### src/rtl/mem_stage_lsu.sv
// RV32I memory-access stage: load/store unit between EX/MEM and MEM/WB.
// Drives a req/ready + rvalid data-memory port and stalls upstream until done.
module mem_stage_lsu #(
  parameter int ADDR_W = 32
) (
  input  logic              clk,
  input  logic              rst_n,
  input  logic              flush,
  input  logic [31:0]       pc_in,
  input  logic [31:0]       alu_result_in,
  input  logic [31:0]       rs2_data_in,
  input  logic [4:0]        rd_addr_in,
  input  logic              reg_write_in,
  input  logic              mem_read_in,
  input  logic              mem_write_in,
  input  logic [1:0]        wb_sel_in,
  input  logic [2:0]        funct3_in,
  output logic              stall_out,
  output logic              dmem_req,
  output logic              dmem_we,
  output logic [ADDR_W-1:0] dmem_addr,
  output logic [31:0]       dmem_wdata,
  output logic [3:0]        dmem_be,
  input  logic              dmem_ready,
  input  logic              dmem_rvalid,
  input  logic [31:0]       dmem_rdata,
  output logic [31:0]       pc_out,
  output logic [31:0]       alu_result_out,
  output logic [31:0]       load_data_out,
  output logic [4:0]        rd_addr_out,
  output logic              reg_write_out,
  output logic [1:0]        wb_sel_out,
  output logic              valid_out,
  output logic              misalign_exc
);

  typedef enum logic [1:0] {IDLE, REQ, RESP, DONE} state_t;

  state_t state_q, state_d;

  logic              mem_op;
  logic              legal;
  logic              aligned;
  logic              start;
  logic              bad;
  logic [1:0]        off;
  logic [3:0]        be_d;
  logic [31:0]       wdata_d;
  logic [7:0]        lbyte;
  logic [15:0]       lhalf;
  logic [31:0]       ldata_d;

  logic [ADDR_W-1:0] addr_q;
  logic [3:0]        be_q;
  logic [31:0]       wdata_q;
  logic              we_q;
  logic [2:0]        f3_q;
  logic [1:0]        off_q;
  logic              flush_pend_q;
  logic [31:0]       ldata_q;
  logic              keep;

  assign mem_op = mem_read_in | mem_write_in;
  assign off    = alu_result_in[1:0];

  // Read wins when both read and write are flagged.
  always_comb begin
    legal = 1'b0;
    if (mem_read_in)
      legal = (funct3_in != 3'b011) &&
              (funct3_in != 3'b110) &&
              (funct3_in != 3'b111);
    else
      legal = !funct3_in[2] && (funct3_in[1:0] != 2'b11);
  end

  always_comb begin
    aligned = 1'b1;
    unique case (1'b1)
      funct3_in[1:0] == 2'b01: aligned = !off[0];
      funct3_in[1:0] == 2'b10: aligned = (off == 2'b00);
      default:                 aligned = 1'b1;
    endcase
  end

  assign start = (state_q == IDLE) && mem_op && !flush && legal && aligned;
  assign bad   = (state_q == IDLE) && mem_op && !flush && !(legal && aligned);

  always_comb begin
    be_d    = 4'b1111;
    wdata_d = rs2_data_in;
    unique case (1'b1)
      funct3_in[1:0] == 2'b00: begin
        be_d    = 4'b0001 << off;
        wdata_d = {4{rs2_data_in[7:0]}};
      end
      funct3_in[1:0] == 2'b01: begin
        be_d    = 4'b0011 << off;
        wdata_d = {2{rs2_data_in[15:0]}};
      end
      default: begin
        be_d    = 4'b1111;
        wdata_d = rs2_data_in;
      end
    endcase
  end

  always_comb begin
    lbyte = dmem_rdata[7:0];
    unique case (off_q)
      2'd0:    lbyte = dmem_rdata[7:0];
      2'd1:    lbyte = dmem_rdata[15:8];
      2'd2:    lbyte = dmem_rdata[23:16];
      default: lbyte = dmem_rdata[31:24];
    endcase
  end

  assign lhalf = off_q[1] ? dmem_rdata[31:16] : dmem_rdata[15:0];

  always_comb begin
    ldata_d = dmem_rdata;
    unique case (f3_q)
      3'b000:  ldata_d = {{24{lbyte[7]}}, lbyte};
      3'b001:  ldata_d = {{16{lhalf[15]}}, lhalf};
      3'b100:  ldata_d = {24'b0, lbyte};
      3'b101:  ldata_d = {16'b0, lhalf};
      default: ldata_d = dmem_rdata;
    endcase
  end

  always_ff @(posedge clk or negedge rst_n) begin
    if (!rst_n) state_q <= IDLE;
    else        state_q <= state_d;
  end

  always_comb begin
    state_d = state_q;
    case (state_q)
      IDLE:    if (start) state_d = REQ;
      REQ:     if (dmem_ready) state_d = we_q ? DONE : RESP;
      RESP:    if (dmem_rvalid) state_d = DONE;
      DONE:    state_d = IDLE;
      default: state_d = IDLE;
    endcase
  end

  always_comb begin
    dmem_req  = (state_q == REQ);
    stall_out = start || (state_q == REQ) || (state_q == RESP);
  end

  assign dmem_we    = we_q;
  assign dmem_addr  = addr_q;
  assign dmem_wdata = wdata_q;
  assign dmem_be    = be_q;

  always_ff @(posedge clk or negedge rst_n) begin
    if (!rst_n) begin
      addr_q       <= '0;
      be_q         <= '0;
      wdata_q      <= '0;
      we_q         <= 1'b0;
      f3_q         <= '0;
      off_q        <= '0;
      ldata_q      <= '0;
      flush_pend_q <= 1'b0;
    end else begin
      if (start) begin
        addr_q  <= {alu_result_in[ADDR_W-1:2], 2'b00};
        be_q    <= be_d;
        wdata_q <= wdata_d;
        we_q    <= !mem_read_in;
        f3_q    <= funct3_in;
        off_q   <= off;
        ldata_q <= '0;
      end
      if (state_q == RESP && dmem_rvalid)
        ldata_q <= ldata_d;
      // A flush mid-access lets the access finish but retires it as a bubble.
      if ((state_q == REQ || state_q == RESP) && flush)
        flush_pend_q <= 1'b1;
      else if (state_q == IDLE || state_q == DONE)
        flush_pend_q <= 1'b0;
    end
  end

  assign keep = !(flush || flush_pend_q);

  always_ff @(posedge clk or negedge rst_n) begin
    if (!rst_n) begin
      pc_out         <= '0;
      alu_result_out <= '0;
      load_data_out  <= '0;
      rd_addr_out    <= '0;
      reg_write_out  <= 1'b0;
      wb_sel_out     <= '0;
      valid_out      <= 1'b0;
      misalign_exc   <= 1'b0;
    end else begin
      case (state_q)
        IDLE: begin
          pc_out         <= pc_in;
          alu_result_out <= alu_result_in;
          load_data_out  <= '0;
          rd_addr_out    <= rd_addr_in;
          wb_sel_out     <= wb_sel_in;
          valid_out      <= !flush && !start;
          reg_write_out  <= reg_write_in && !flush && !start && !bad;
          misalign_exc   <= bad;
        end
        DONE: begin
          pc_out         <= pc_in;
          alu_result_out <= alu_result_in;
          load_data_out  <= ldata_q;
          rd_addr_out    <= rd_addr_in;
          wb_sel_out     <= wb_sel_in;
          valid_out      <= keep;
          reg_write_out  <= reg_write_in && keep;
          misalign_exc   <= 1'b0;
        end
        default: begin
          valid_out     <= 1'b0;
          reg_write_out <= 1'b0;
          misalign_exc  <= 1'b0;
        end
      endcase
    end
  end

endmodule

### config.mk
export PLATFORM = sky130hd
export DESIGN_NAME = mem_stage_lsu
export DESIGN_NICKNAME = d
export VERILOG_FILES = /design/src/rtl/mem_stage_lsu.sv
export SDC_FILE = /design/constraint.sdc
export NUM_CORES = 1
export LEC_CHECK = 0
export CAP_MARGIN = 20
export CORE_MARGIN = 4
export CORE_UTILIZATION = 49
export CTS_CLUSTER_DIAMETER = 40
export CTS_CLUSTER_SIZE = 16
export DETAILED_ROUTE_END_ITERATION = 6
export PLACE_DENSITY = 0.82
export REMOVE_ABC_BUFFERS = 1
export SYNTH_ARGS = -nofsm -noshare
export SYNTH_HDL_FRONTEND = slang
export SYNTH_SLANG_ARGS = --single-unit
export TNS_END_PERCENT = 20
### constraint.sdc
create_clock -name clk -period 4.44 [get_ports clk]
set_clock_uncertainty 0.1 [all_clocks]
set_input_delay 0.666 -clock clk [delete_from_list [all_inputs] [get_ports clk]]
set_output_delay 0.666 -clock clk [all_outputs]
set_load 0.02 [all_outputs]
* After elaboration in Yosys (flattened, before gate mapping)
Cells that the tools add are included.
** Storage, ports and cells
- Word-level logic and storage cells :: 96
- Bits in registers :: 213
- Bits of input ports :: 146
** Operators by class
- Reduce and logical (&&, ||, !) cells :: 39
- Eq/ne operators :: 17
- Shifts and indexed selects :: 2
- Bitwise operators :: 1
- Muxes and demuxes :: 20
** Operators with widths (count)
- $pmux 32 s2 :: 2
- $pmux 32 s4 :: 1
- $mux 32 :: 2
- $pmux 8 s3 :: 1
- $logic_and 1x1->1 :: 16
- $mux 16 :: 1
- $eq 2x2->1 const B :: 4
- $logic_not 1->1 :: 8
- $logic_not 2->1 :: 4
- $pmux 2 s4 :: 1
- $pmux 4 s2 :: 1
- $eq 2x1->1 const B :: 3
- $eq 3x3->1 const B :: 2
- $mux 2 :: 3
- $ne 2x2->1 const B :: 3
- $ne 3x3->1 const B :: 2
- $pmux 1 s2 :: 3
- $reduce_bool 2->1 :: 3
- $logic_or 1x1->1 :: 5
- $mux 1 :: 5
- $shl 1x2->4 const A :: 1
- $shl 2x2->4 const A :: 1
- $eq 3x1->1 const B :: 1
- $logic_not 3->1 :: 1
- 5 further kinds :: 5

* Depth between registers and ports, before layout
- Depth in word-level cells :: 10
- Gate-level depth with buffers :: 10
- Gate-level depth less buffers :: 6

* Worst setup path after synthesis
Ideal clock, no wire load.
- Path type :: input port to output port
- Start :: in funct3_in[1]
- End :: out stall_out
- Stages on the path :: 10
- Buffers on the path :: 4
- Data arrival time :: 2532 ps
- Data required time :: 3674 ps
- Slack :: 1142 ps
- Path through :: clkbuf_1 > inv_1 > ha_1 > clkbuf_1 > nand2b_1 > o311a_4 > nor3_1 > buf_2 > buf_4 > or3_1
** On the way
- Word-level cells in the longest chain between the ends :: 8
- Elaborated cells between the ends (all ways) :: 15
- Classes of those cells :: 6 x eq/ne; 2 x mux; 7 x reduce/logical
** Ends and longest elaborated chain
- start, declared :: line 17 : input logic [2:0] funct3_in,
- $ne 3x2->1 or $ne 3x3->1 (tied branches) :: line 70, 71
- $logic_and 1x1->1 :: line 70 : legal = (funct3_in != 3'b011) &&
- $logic_and 1x1->1 :: line 71 : (funct3_in != 3'b110) &&
- $mux 1 :: line 69 : if (mem_read_in)
- $logic_and 1x1->1 :: line 86 : assign start = (state_q == IDLE) && mem_op && !flush && legal && aligned;
- $logic_and 1x1->1 (*) :: line 86
- $logic_or 1x1->1 (*) (2 in series) :: line 149 : stall_out = start || (state_q == REQ) || (state_q == RESP);
- end, declared :: line 18 : output logic stall_out,
Mark *: on every way between the ends. The rest lies on a longest branch, timed or not.

* Worst setup path after layout
Same ends and word-level chain as after synthesis.

==> impl_metrics.toml <==
[global_route]
grt_usage_pct = 24.93
gr-total-overflow = 0
antenna_found_initial = 0
grt_pass1_wl_um = 42500
grt_max_degree = 108
grt_pass1_vias = 7302

[run]
drv_cap = 0

[setup_path]
rr_worst_depth = 5
path_max_fanout = 6
crit_required_ps = 3670
path_class = "in2out"
cp-start-kind = "primary input"
endpoint_kind = "primary output"
crit_arrival_ps = 2890

[route]
vias = 7042
drt_pre_antenna_iters = 5
avgRoutedWirePerCell_um = 20.62
dr.first_iter.drc_count = 330
highest_layer = "met4"
via_per_inst = 5.446
wl_um = 26670
postRouteAntennaNets = 0
wl_met2_um = 13560
dr_wl_met3_um = 1767
wl_met1_um = 10480
drc = 0

[placement]
io_buffers = 320
dp_hpwl_um = 18820
gp_congestion = 0.8402

[synth]
synth_area_sq_um = 9280
syn_inst = 721
ys_warn_count = 0
synth_area_leaders = "dfrtp_1 57%, mux2_2 13%, mux2_4 6.3%, nand2_1 3.6%, o21ai_0 1.9%"
yosys.area.top_type = "dfrtp_1"
synthArstFlopShare_pct = 100.0
synth_top_area_share_pct = 57.44
synth.distinct_cells = 48
avgSynthCellArea_sq_um = 12.87
synth_edf_count = 0
synth_flop_cell = "dfrtp_1"
ys_ff_latch = 213
yosysSeqAreaShare_pct = 57.44

[clock_tree]
clkLatencyLatePin_ps = 500
cts_root_buffer = "clkbuf_16"
clock_path_buffers = 3
cts.clk_slew.worst_paths_ps = 50
clock_sinks = 213
htreeDepth = 2
cts_hold_buffers = 0
cts_tree = "yes"
cts_setup_buffers = 0
cts_buffers = 34
cts.repair.resized = 0

[sta]
setup_viol = 0
slew_headroom_pct = 34.53
tns_ps = 0
final_max_slew_viol_count = 0
tightest_slew_ps = 974.7
hold_viol_final = 0
rsz0062_at_grt = "false"
max_freq_ghz = 0.2735
finalCritPeriodShare_pct = 82.34
min_period_ps = 3656

[layout]
layout-drive-gt1-share_pct = 20.49
mostFrequentLayoutCell = "clkdlybuf4s50_1"
final_cell_mix = "319 x clkdlybuf4s50_1, 213 x dfrtp_1, 108 x mux2_2, 90 x nand2_1, 39 x mux2_4"
diodes = 0
fin_util_pct = 73.43
fill_cells = 1262
syn2layout_area_growth_pct = 47.51
final_nets = 1192

[power]
p_int_mw = 7.177
seq_power_share_pct = 30.7
p_leak_nw = 5.965
p_sw_mw = 4.194
switching_share_pct = 36.88
power_density_nw_per_um2 = 830.6
vdd_drop_max_mv = 0.6715
pwr-share-comb_pct = 48.1
pwr-share-clk_pct = 21.2

[run_status]
status = "completed"

[floorplanning]
coreArea_sq_um = 18640
rows = 50
io_pins = 323
die-area_sq_um = 21210
dieWidth_um = 145.6
start_util_pct = 49.78
fp.dieH_um = 145.6

[worst_hold_path]
min_path_type = "in2async"
power groups by stage:
stage / clock network (mW) / logic, mW / registers [mW]
floorplan: 0 / 2.10 / 4.36
global placement: 0 / 5.38 / 3.46
detailed placement: 0 / 5.47 / 3.51
CTS: 2.45 / 5.52 / 3.50
global route: 2.54 / 5.79 / 3.61
finish: 2.41 / 5.47 / 3.49
cells in the mapped netlist (2+ instances only):
master / number
a21oi_1: 14
a221o_1: 17
a22o_1: 16
a22oi_1: 8
a31oi_1: 2
and3_1: 2
buf_1: 4
buf_2: 8
buf_4: 3
buf_6: 5
clkbuf_1: 33
dfrtp_1: 213
ha_1: 9
inv_1: 9
mux2_1: 3
mux2_2: 108
mux2_4: 39
mux2i_1: 15
nand2_1: 90
nand2b_1: 6
nor2_1: 10
nor2b_1: 17
nor3_1: 3
o21a_1: 2
o21ai_0: 36
o22ai_1: 24
o311ai_0: 2
o31ai_1: 2
or3_1: 2
cells by family (layout without fill, tap and decap cells):
group                    Yosys count  after routing  share of synthesized area (%)
flip-flops                       213            213                          57.44
multiplexers                     166            166                          21.64
AND/OR/NAND/NOR                  136            136                          6.539
AO/OA/AOI/OAI                    133            133                          9.950
buffers and inverters             63            400                          3.182
adder cells (fa/ha/maj)            9              9                          1.213
other                              1              2                        0.04041
layer usage:
layer	vias up	global-route usage, %
li1	3226	-
met3	57	6.665
met2	272	43.19
met5	-	0
met4	0	8.357
met1	3487	30.40
worst max-delay path, stage by stage:
cell,delay [ps]
clkdlybuf4s50_1,610
ha_1,240
inv_2,50
o311a_4,400
nor3_2,200
or3_1,130
clkdlybuf4s50_1,590
final cells by class:
type                    instances  area (sq um)  share of cell area [%]
clock buffers                  45         922.1                   6.736
clock inverters                13         116.4                  0.8500
inverters                      10         37.54                  0.2742
multi-input cells             446          3686                   26.93
flip-flops and latches        213          5330                   38.94
well taps                     234         292.8                   2.139
repair buffers                332          3304                   24.14
metrics by stage:
step / instance area, sq um / hold WS (ps) / std cells / total power [mW] / worst slack (ps)
after floorplan: 9026 / 270.4 / 669 / 6.458 / -667.2
after global placement: 12640 / 364.4 / 1234 / 8.838 / 783.5
after detailed placement: 12640 / 374.7 / 1234 / 8.984 / 798.8
after CTS: 13670 / 205.7 / 1292 / 11.46 / 764.0
after global routing: 13690 / 247.3 / 1293 / 11.94 / 667.3
final: 13690 / 187.7 / 1293 / 11.37 / 784.2
registers in the layout (all words and copies together), names as in the netlist, 3 cells and up:
name            count
dmem_be             4
alu_result_out     32
f3_q                3
dmem_addr          30
load_data_out      32
ldata_q            32
dmem_wdata         32
rd_addr_out         5
pc_out             32
final timing paths:
path | startpoint | to | slack [ps]
max in group asynchronous | rst_n | alu_result_out[26]$_DFFE_PN0P_ | 2920
min | rst_n | pc_out[30]$_DFFE_PN0P_ | 190
max reg2reg | state_q[0]$_DFFE_PN0P_ | ldata_q[26]$_DFFE_PN0P_ | 1780
min in group clk | dmem_be[2]$_DFFE_PN0P_ | dmem_be[2]$_DFFE_PN0P_ | 380
max | funct3_in[1] | stall_out | 780
min reg2reg | dmem_be[2]$_DFFE_PN0P_ | dmem_be[2]$_DFFE_PN0P_ | 380
Power figures use the tool's default switching activity.
